[config.mk]
export PLATFORM = sky130hd
export DESIGN_NAME = load_store_unit_flat
export DESIGN_NICKNAME = d
export VERILOG_FILES = /design/src/rtl/load_store_unit_if.sv /design/src/rtl/load_store_unit.sv /design/src/flat_wrapper.sv
export SDC_FILE = /design/constraint.sdc
export NUM_CORES = 1
export LEC_CHECK = 0
export CORE_MARGIN = 8
export CORE_UTILIZATION = 51
export DETAILED_ROUTE_END_ITERATION = 12
export GPL_TIMING_DRIVEN = 0
export PLACE_DENSITY = 0.86
export SYNTH_ARGS = -nofsm -noshare
export SYNTH_HDL_FRONTEND = slang
export SYNTH_SLANG_ARGS = --single-unit
[constraint.sdc]
create_clock -name clk -period 3 [get_ports clk]
set_clock_uncertainty 0.1 [all_clocks]
set_input_delay 0.6 -clock clk [delete_from_list [all_inputs] [get_ports clk]]
set_output_delay 0.6 -clock clk [all_outputs]
set_load 0.01 [all_outputs]
[src/rtl/load_store_unit_if.sv]
// Request/response and memory-port bundle for the load/store unit.
// slave = the load/store unit, master = the requester plus memory.
interface load_store_unit_if;
  localparam int N = 32;

  logic         req_valid;
  logic         req_ready;
  logic         req_we;
  logic [2:0]   req_funct3;
  logic [N-1:0] req_addr;
  logic [N-1:0] req_wdata;
  logic         rsp_valid;
  logic [N-1:0] rsp_rdata;
  logic         rsp_misaligned;
  logic         mem_wr_ena;
  logic [N-1:0] mem_addr;
  logic [N-1:0] mem_din;
  logic [N-1:0] mem_dout;

  modport slave (
    input  req_valid, req_we, req_funct3, req_addr, req_wdata, mem_dout,
    output req_ready, rsp_valid, rsp_rdata, rsp_misaligned,
           mem_wr_ena, mem_addr, mem_din
  );

  modport master (
    output req_valid, req_we, req_funct3, req_addr, req_wdata, mem_dout,
    input  req_ready, rsp_valid, rsp_rdata, rsp_misaligned,
           mem_wr_ena, mem_addr, mem_din
  );
endinterface

[src/rtl/load_store_unit.sv]
// Load/store unit: byte/half/word loads and stores (RISC-V funct3) against a
// word-wide synchronous memory port. Sub-word stores are read-modify-write.
module load_store_unit (
  input  logic              clk,
  input  logic              rstb,
  load_store_unit_if.slave  bus
);

  typedef enum logic [2:0] {IDLE, ACCESS, WAIT, WRITE, RESP} state_t;

  state_t      state;
  state_t      next_state;

  logic        we_q;
  logic [2:0]  funct3_q;
  logic [31:0] addr_q;
  logic [31:0] wdata_q;
  logic        err_q;
  logic [31:0] rdata_q;
  logic [31:0] merge_q;

  logic        accept;
  logic        req_err;
  logic        is_sw;
  logic [7:0]  byte_sel;
  logic [15:0] half_sel;
  logic [31:0] load_val;
  logic [31:0] merge_val;

  assign accept = (state == IDLE) && bus.req_valid;
  assign is_sw  = we_q && (funct3_q == 3'b010);

  // Reject illegal encodings, stores of unsigned widths and misaligned H/W.
  always_comb begin
    req_err = 1'b0;
    case (bus.req_funct3)
      3'b000:  req_err = 1'b0;
      3'b001:  req_err = bus.req_addr[0];
      3'b010:  req_err = |bus.req_addr[1:0];
      3'b100:  req_err = bus.req_we;
      3'b101:  req_err = bus.req_we | bus.req_addr[0];
      default: req_err = 1'b1;
    endcase
  end

  // Pick the addressed byte and half out of the word just read.
  always_comb begin
    byte_sel = bus.mem_dout[7:0];
    case (addr_q[1:0])
      2'd0: byte_sel = bus.mem_dout[7:0];
      2'd1: byte_sel = bus.mem_dout[15:8];
      2'd2: byte_sel = bus.mem_dout[23:16];
      2'd3: byte_sel = bus.mem_dout[31:24];
    endcase
    half_sel = addr_q[1] ? bus.mem_dout[31:16] : bus.mem_dout[15:0];
  end

  // Extend the selected lane according to the load width and signedness.
  always_comb begin
    load_val = bus.mem_dout;
    case (funct3_q)
      3'b000:  load_val = {{24{byte_sel[7]}}, byte_sel};
      3'b100:  load_val = {24'h0, byte_sel};
      3'b001:  load_val = {{16{half_sel[15]}}, half_sel};
      3'b101:  load_val = {16'h0, half_sel};
      default: load_val = bus.mem_dout;
    endcase
  end

  // Splice the store data into the read word for SB/SH.
  always_comb begin
    merge_val = bus.mem_dout;
    if (funct3_q == 3'b000) begin
      case (addr_q[1:0])
        2'd0: merge_val[7:0]   = wdata_q[7:0];
        2'd1: merge_val[15:8]  = wdata_q[7:0];
        2'd2: merge_val[23:16] = wdata_q[7:0];
        2'd3: merge_val[31:24] = wdata_q[7:0];
      endcase
    end else if (addr_q[1]) begin
      merge_val[31:16] = wdata_q[15:0];
    end else begin
      merge_val[15:0] = wdata_q[15:0];
    end
  end

  // State register; reset aborts any in-flight request.
  always_ff @(posedge clk or negedge rstb) begin
    if (!rstb) state <= IDLE;
    else       state <= next_state;
  end

  // Sequencing: error -> RESP, SW -> one write, loads wait one cycle, SB/SH add a write.
  always_comb begin
    next_state = state;
    case (state)
      IDLE:    if (accept) next_state = req_err ? RESP : ACCESS;
      ACCESS:  next_state = is_sw ? RESP : WAIT;
      WAIT:    next_state = we_q ? WRITE : RESP;
      WRITE:   next_state = RESP;
      RESP:    next_state = IDLE;
      default: next_state = IDLE;
    endcase
  end

  // Request latch, load result and merged store word.
  always_ff @(posedge clk or negedge rstb) begin
    if (!rstb) begin
      we_q     <= 1'b0;
      funct3_q <= 3'b000;
      addr_q   <= 32'h0;
      wdata_q  <= 32'h0;
      err_q    <= 1'b0;
      rdata_q  <= 32'h0;
      merge_q  <= 32'h0;
    end else if (accept) begin
      we_q     <= bus.req_we;
      funct3_q <= bus.req_funct3;
      addr_q   <= bus.req_addr;
      wdata_q  <= bus.req_wdata;
      err_q    <= req_err;
      rdata_q  <= 32'h0;
    end else if (state == WAIT) begin
      if (we_q) merge_q <= merge_val;
      else      rdata_q <= load_val;
    end
  end

  // Outputs decoded from state; writes only in ACCESS (SW) or WRITE.
  always_comb begin
    bus.req_ready      = (state == IDLE) && rstb;
    bus.mem_wr_ena     = ((state == ACCESS) && is_sw) || (state == WRITE);
    bus.mem_addr       = {addr_q[31:2], 2'b00};
    bus.mem_din        = (state == ACCESS) ? wdata_q : merge_q;
    bus.rsp_valid      = (state == RESP);
    bus.rsp_misaligned = (state == RESP) && err_q;
    bus.rsp_rdata      = rdata_q;
  end

endmodule

[src/flat_wrapper.sv]
// flat-port wrapper written by rule: the top's interface ports become plain ports
module load_store_unit_flat 
  (clk, rstb, bus_req_valid, bus_req_we, bus_req_funct3, bus_req_addr, bus_req_wdata, bus_mem_dout, bus_req_ready, bus_rsp_valid, bus_rsp_rdata, bus_rsp_misaligned, bus_mem_wr_ena, bus_mem_addr, bus_mem_din);
  load_store_unit_if bus_i ();
  input  logic clk;
  input  logic rstb;
  input wire logic [$bits(bus_i.req_valid)-1:0] bus_req_valid;
  input wire logic [$bits(bus_i.req_we)-1:0] bus_req_we;
  input wire logic [$bits(bus_i.req_funct3)-1:0] bus_req_funct3;
  input wire logic [$bits(bus_i.req_addr)-1:0] bus_req_addr;
  input wire logic [$bits(bus_i.req_wdata)-1:0] bus_req_wdata;
  input wire logic [$bits(bus_i.mem_dout)-1:0] bus_mem_dout;
  output wire logic [$bits(bus_i.req_ready)-1:0] bus_req_ready;
  output wire logic [$bits(bus_i.rsp_valid)-1:0] bus_rsp_valid;
  output wire logic [$bits(bus_i.rsp_rdata)-1:0] bus_rsp_rdata;
  output wire logic [$bits(bus_i.rsp_misaligned)-1:0] bus_rsp_misaligned;
  output wire logic [$bits(bus_i.mem_wr_ena)-1:0] bus_mem_wr_ena;
  output wire logic [$bits(bus_i.mem_addr)-1:0] bus_mem_addr;
  output wire logic [$bits(bus_i.mem_din)-1:0] bus_mem_din;
  assign bus_i.req_valid = bus_req_valid;
  assign bus_i.req_we = bus_req_we;
  assign bus_i.req_funct3 = bus_req_funct3;
  assign bus_i.req_addr = bus_req_addr;
  assign bus_i.req_wdata = bus_req_wdata;
  assign bus_i.mem_dout = bus_mem_dout;
  assign bus_req_ready = bus_i.req_ready;
  assign bus_rsp_valid = bus_i.rsp_valid;
  assign bus_rsp_rdata = bus_i.rsp_rdata;
  assign bus_rsp_misaligned = bus_i.rsp_misaligned;
  assign bus_mem_wr_ena = bus_i.mem_wr_ena;
  assign bus_mem_addr = bus_i.mem_addr;
  assign bus_mem_din = bus_i.mem_din;
  load_store_unit u_core (.clk(clk), .rstb(rstb), .bus(bus_i));
endmodule
==> out/qor.yml, run 1 <==
syn_area_um2: 6760
seq_power_share_pct: 31.5
holdPathStages: 2
setup_viol: 0
powerDensity_nw_per_um2: 1100
wl_mm: 21.3
synth_top_area_share_pct: 50.3
place.gp.congestion: 0.913
core_area_um2: 13100
path_depth: 7
comb_power_share_pct: 48.9
cts_tree: "yes"
cp_slowest_cell: "dfrtp_1"
holdWs_ns: 0.369
area_growth_pct: 42.8
worstPathMaxFanout: 10
utilization_pct: 73.8
fin_crit_ns: 2.94
yosys_warnings: 0
worst-path-buf-inv: 4
worstSetupPathType: "flop to output port"
rr_worst_depth: 7
die_area_um2: 17200
layout_common_cells: "238 x nand2_1, 167 x clkdlybuf4s50_1, 136 x dfrtp_1"
cp_data_arrival_time_ns: 2.24
cts_sinks: 136
synth_cell_types: 46
finalPower_mw: 10.6
place_inst: 1092
final_common_cell: "nand2_1"
critPathCaptureType: "output port"
ant_nets: 0
synth-edff-count: 0
postSynth.asyncResetShare_pct: 100
required_ns: 2.30
antenna_cells: 0
p_leak_nw: 4.41
power.switching_mw: 3.91
maxSlewViolCount: 0
wl_per_cell_um: 18.9
synthFlopType: "dfrtp_1"
dpl.hpwl_mm: 16.0
syn_avg_cell_area_um2: 9.47
ios: 203
yosysTopAreaCell: "dfrtp_1"
slowest_delay_ns: 0.37
drv_cap: 0
ys_ff_latch: 136
grt_pass1_wl_mm: 34.2
holdCritPathClass: "flop to flop"
syn_inst: 714
max_freq_ghz: 0.340
cts_inserted_buffers: 17
start_util_pct: 51.7
die_x_um: 131
grt_pass1_vias: 6267
clock_latency_ns: 0.42
grt_max_degree: 96
portBuffers: 200
switching_share_pct: 36.9
crit_chain: "buf_6, or2b_1, nor2_4, buf_12, buf_8, mux2_2, dlygate4sd2_1"
p_int_mw: 6.69
fin_tns_setup_ns: 0
rows: 42
drive_gt1_share_pct: 16.7
fin_crit_sh_pct: 98.0
num_vias: 6017
htreeDepth: 4
fillers: 959
grt_util_all_layers_pct: 25.0
outcome: "finished clean"
die-height_um: 131
layout.nets: 1042
drcViolationCount: 0
synth_area_leaders: "dfrtp_1 50%, nand2_1 13%, mux2_2 5.2%"
rsz0062_at_grt: "no"
antenna_found_initial: 1
relSlewSlack_pct: 53.6
seq_area_frac_synth_pct: 50.3
clk_pin_slew_worst_paths_ns: 0.06
drt-initial-drc-count: 571
grt_overflow: 0
cts.path.max_buffers: 2
ir_worst_vdd_uv: 626
ctsRootBufferMaster: "clkbuf_16"
tightest_slew_ns: 0.691
first_pass_iters: 5
crit_family: "buffers and inverters"
p_clk_share_pct: 19.6
stdcell_count: 1127
hold_violations: 0
via_per_inst: 5.34
critPathLaunchType: "flop"
-- final timing paths --
path | startpoint | to | slack [ns]
worst max-delay path | u_core.state[2] | bus_mem_din[9] | 0.06
worst min-delay path | u_core.wdata_q[19] | u_core.wdata_q[19] | 0.37
worst max register to register | u_core.state[1] | u_core.wdata_q[25] | 0.86
worst min register to register | u_core.wdata_q[19] | u_core.wdata_q[19] | 0.37
max in group asynchronous | rstb | u_core.wdata_q[9] | 1.48
min in group asynchronous | rstb | u_core.state[1] | 0.55
-- logic make-up after synthesis --
| group | Yosys count | share of synthesized area (%) |
|---|---|---|
| flops | 136 | 50.3 |
| compound gates | 108 | 11.7 |
| other cells | 1 | 0.0555 |
| mux | 65 | 10.4 |
| simple gates | 320 | 20.2 |
| buf+inv | 84 | 7.35 |
-- synthesized netlist by cell type, types with 2 or more instances --
library cell / instances
inv_1: 2
mux2i_1: 31
o221a_2: 16
or3_1: 7
nor2_1: 23
a21oi_1: 26
nor3_1: 14
o22ai_1: 2
nand2b_1: 11
a211oi_1: 2
buf_1: 2
a21o_1: 2
a221o_2: 16
dfrtp_1: 136
nand2_1: 238
o21ai_1: 5
mux2_1: 2
mux2_2: 31
clkbuf_1: 26
nor2b_1: 12
and2_1: 5
buf_4: 34
o21ai_0: 32
buf_2: 15
buf_6: 3
-- layer usage --
metal  up-vias  part of all wire (%)  GRT usage, %
li1       2829                     -             -
met1      2856                    41          29.3
met2       289                    46          39.5
met3        41                    11          11.0
met4         2                   2.6          10.0
met5         -                  0.15             0
-- registers in the layout (all words and copies together), names as in the netlist --
signal	flops
u_core.wdata_q	32
u_core.err_q	1
u_core.addr_q	32
u_core.merge_q	32
u_core.we_q	1
u_core.state	3
u_core.bus.rsp_rdata	32
u_core.funct3_q	3
-- repair_timing --
item                                    CTS  global route
hold buffers                              1             0
resized for setup                        39            13
pin swaps                                 1             1
buffers inserted                          4             0
endpoints found under the setup margin   32            31
endpoints found under the hold margin     3             0
-- worst reg2reg max path: stages, from the launching register on --
cell and delay (ns):
dfrtp_1 0.37, buf_2 0.19, nor3_1 0.28, nand2_1 0.32
buf_2 0.30, buf_1 0.26, nand2_1 0.15, nand2_1 0.06
-- power by group through the flow --
stage               registers [mW]  logic, mW  clock network (mW)
floorplan                     3.22       2.99                   0
global placement              3.30       5.22                   0
detailed placement            3.34       5.29                   0
CTS                           3.32       5.20                2.08
global route                  3.44       5.67                2.16
finish                        3.34       5.18                2.07
-- final cells by class --
| class | count | area, um2 | share of cell area [%] |
|---|---|---|---|
| Buffer | 81 | 504 | 5.22 |
| Tap cell | 176 | 220 | 2.28 |
| Sequential cell | 136 | 3400 | 35.3 |
| Clock buffer | 23 | 488 | 5.06 |
| Inverter | 2 | 7.51 | 0.0778 |
| Timing Repair Buffer | 206 | 2060 | 21.4 |
| Clock inverter | 8 | 95.1 | 0.985 |
| Multi-Input combinational cell | 495 | 2870 | 29.8 |
-- stage by stage --
stage          worst slack [ns]  cell area [um2]
6_report                 0.0598             9650
5_1_grt                 0.00228             9650
4_1_cts                 0.00817             9640
3_5_place_dp             -0.274             9010
3_3_place_gp              -4.35             8990
2_1_floorplan             0.744             6760
(Power assumes the default switching activity.)
==> run 2: changes to the inputs <==
CELL_PAD_IN_SITES_DETAIL_PLACEMENT = 1   (was unset)
CELL_PAD_IN_SITES_GLOBAL_PLACEMENT = 1   (was unset)
CORE_UTILIZATION = 32   (was 51)
GPL_ROUTABILITY_DRIVEN = 0   (was unset)
PLACE_DENSITY = unset   (was 0.86)
PLACE_DENSITY_LB_ADDON = 0.1   (was unset)
clock period = 2.7 ns   (was 3 ns; I/O delays follow)
==> out/qor.yml, run 2 (synthesis gave the netlist of run 1 again) <==
outcome: "complete, but fails checks"  # was finished clean
violations: "negative hold slack, negative setup slack"
comb_power_share_pct: 51.1  # was 48.9%
ios: 203  # unchanged
relSlewSlack_pct: 49.3  # was 53.6%
wl_per_cell_um: 19.8  # was 18.9 um
fillers: 2311  # was 959
rr_worst_depth: 6  # was 7
place_inst: 1191  # was 1,092
cts_inserted_buffers: 17  # unchanged
cp_data_arrival_time_ns: 2.07  # was 2.24 ns
setup_viol: 2  # was 0
wl_mm: 24.6  # was 21.3 mm
regArea_um2: 3400  # unchanged
holdWs_ns: -0.0124  # was 0.369 ns
layout.nets: 1055  # was 1,042
power.switching_mw: 4.65  # was 3.91 mW
p_clk_share_pct: 19.5  # was 19.6%
worstSetupPathType: "flop to output port"  # unchanged
dpl.hpwl_mm: 19.1  # was 16.0 mm
core_area_um2: 20900  # was 13,100 um2
stdcell_count: 1241  # was 1,127
utilization_pct: 48.7  # was 73.8%
switching_share_pct: 36.6  # was 36.9%
portBuffers: 200  # unchanged
grt_max_degree: 74  # was 96
clk_pin_slew_worst_paths_ns: 0.06  # about the same
area_growth_pct: 50.4  # was 42.8%
p_int_mw: 8.06  # was 6.69 mW
ctsRootBufferMaster: "clkbuf_16"  # unchanged
via_per_inst: 4.86  # was 5.34
drt-initial-drc-count: 246  # was 571
die-height_um: 161  # was 131 um
drive_gt1_share_pct: 21.6  # was 16.7%
grt_overflow: 0  # unchanged
grt_pass1_vias: 6756  # was 6,267
hold_violations: 3  # was 0
fin_area_um2: 10200  # was 9650 um2
ant_nets: 0  # unchanged
die_area_um2: 26000  # was 17,200 um2
postPlaceCellArea_um2: 9140  # was 9010 um2
fin_crit_sh_pct: 100
multiInputGateArea_um2: 3000  # was 2870 um2
maxSlewViolCount: 0  # unchanged
critPathLaunchType: "flop"  # unchanged
critPathCaptureType: "output port"  # unchanged
clock_latency_ns: 0.42  # about the same
max_freq_ghz: 0.369
cts_sinks: 136  # unchanged
r2r_slack_ns: 0.47  # was 0.86 ns
required_ns: 2.06  # was 2.30 ns
powerDensity_nw_per_um2: 1250  # was 1100 nW/um2
drcViolationCount: 0  # unchanged
p_leak_nw: 4.67  # was 4.41 nW
startpoint: "u_core.state[2]"  # unchanged
die_x_um: 161  # was 131 um
rows: 53  # was 42
worstPathMaxFanout: 5  # was 10
num_vias: 6028  # was 6,017
layout_common_cells: "238 x nand2_1, 166 x clkdlybuf4s50_1, 136 x dfrtp_1"  # was 238 x nand2_1, 167 x clkdlybuf4s50_1, 136 x dfrtp_1
worstReg2RegEnd: "u_core.bus.rsp_rdata[15]"  # was u_core.wdata_q[25]
holdCritPathClass: "input port to async pin"  # was flop to flop
drv_cap: 0  # unchanged
final_common_cell: "nand2_1"  # unchanged
fin_crit_ns: 2.71
start_util_pct: 32.4  # was 51.7%
ir_worst_vdd_uv: 592  # was 626 uV
finalPower_mw: 12.7  # was 10.6 mW
rsz0062_at_grt: "yes"  # was no
reg2reg_from: "u_core.state[1]"  # unchanged
htreeDepth: 4  # unchanged
grt_util_all_layers_pct: 19.3  # was 25.0%
grt_pass1_wl_mm: 39.2  # was 34.2 mm
endpoint: "bus_mem_din[3]"  # was bus_mem_din[9]
fin_ws_ns: -0.00805  # was 0.0598 ns
antenna_found_initial: 0  # was 1
seq_power_share_pct: 29.4  # was 31.5%
cts.path.max_buffers: 2  # unchanged
cts_tree: "yes"  # unchanged
tightest_slew_ns: 0.756  # was 0.691 ns
first_pass_iters: 4  # was 5
run 2: changes by cell type in the layout (fill, tap and decap cells not counted), sizes merged:
cell           delta
clkbuf            -1
clkdlybuf4s15     -8
dlygate4sd2      -22
diode             +1
buf              +44
inv               +1
clkdlybuf4s50     -1
bufinv            +2
dlymetal6s2s      -1
run 2: layer usage:
metal  share of wire (%)  wire length [um]  GRT usage (%)  vias to the layer above
li1                    -                 -              -                     2856
met1                  43             10700           24.5                     2975
met2                  49             12000           32.1                      173
met3                 6.5              1600           5.19                       24
met4                 1.2               306           4.92                        0
met5                   0                 0              0                        -
run 2: layout make-up:
cell class,instances,area share [%]
Sequential cell,136,33.5
Multi-Input combinational cell,495,29.6
Timing Repair Buffer,220,22.4
Buffer,80,4.94
Clock buffer,21,4.43
Tap cell,275,3.39
Clock inverter,11,1.69
Inverter,2,0.0739
Antenna cell,1,0.0246
run 2: what timing repair did:
action / CTS / global route
setup buffers: 13 / 2
hold endpoints to repair: 64 / 0
hold buffers: 2 / 0
cloned: 2 / 1
pin swaps: 1 / 1
gates resized for setup: 215 / 4
endpoints found under the setup margin: 34 / 34
run 2: worst min path at each step:
stage	end	depth (start not counted)
final	u_core.wdata_q[28]	2
after floorplan	u_core.addr_q[0]	0
after detailed placement	u_core.wdata_q[20]	2
after global placement	u_core.wdata_q[21]	2
after global routing	u_core.wdata_q[28]	2
after CTS	u_core.wdata_q[28]	2
run 2: per-stage QoR:
| stage | worst slack, ns | TNS (ns) |
|---|---|---|
| 2_1_floorplan | 0.504 | 0 |
| 3_3_place_gp | -4.64 | -635.55 |
| 3_5_place_dp | -0.444 | -11.91 |
| 4_1_cts | -0.131 | -1.46 |
| 5_1_grt | -0.0794 | -0.414 |
| 6_report | -0.00805 | -0.0138 |
run 2: power by group through the flow:
stage               Clock [mW]  Combinational [mW]  Sequential [mW]
CTS                       2.54                6.60             3.75
global route              2.63                7.11             3.88
detailed placement           0                6.07             3.75
floorplan                    0                3.32             3.58
global placement             0                5.93             3.70
finish                    2.48                6.49             3.74
run 2: critical path, stage by stage, from the launching register on:
cell and delay [ns]:
dfrtp_1 0.39, or2b_1 0.28, nor2_4 0.18, buf_6 0.16, buf_8 0.13, buf_6 0.10
mux2_4 0.29, buf_6 0.12
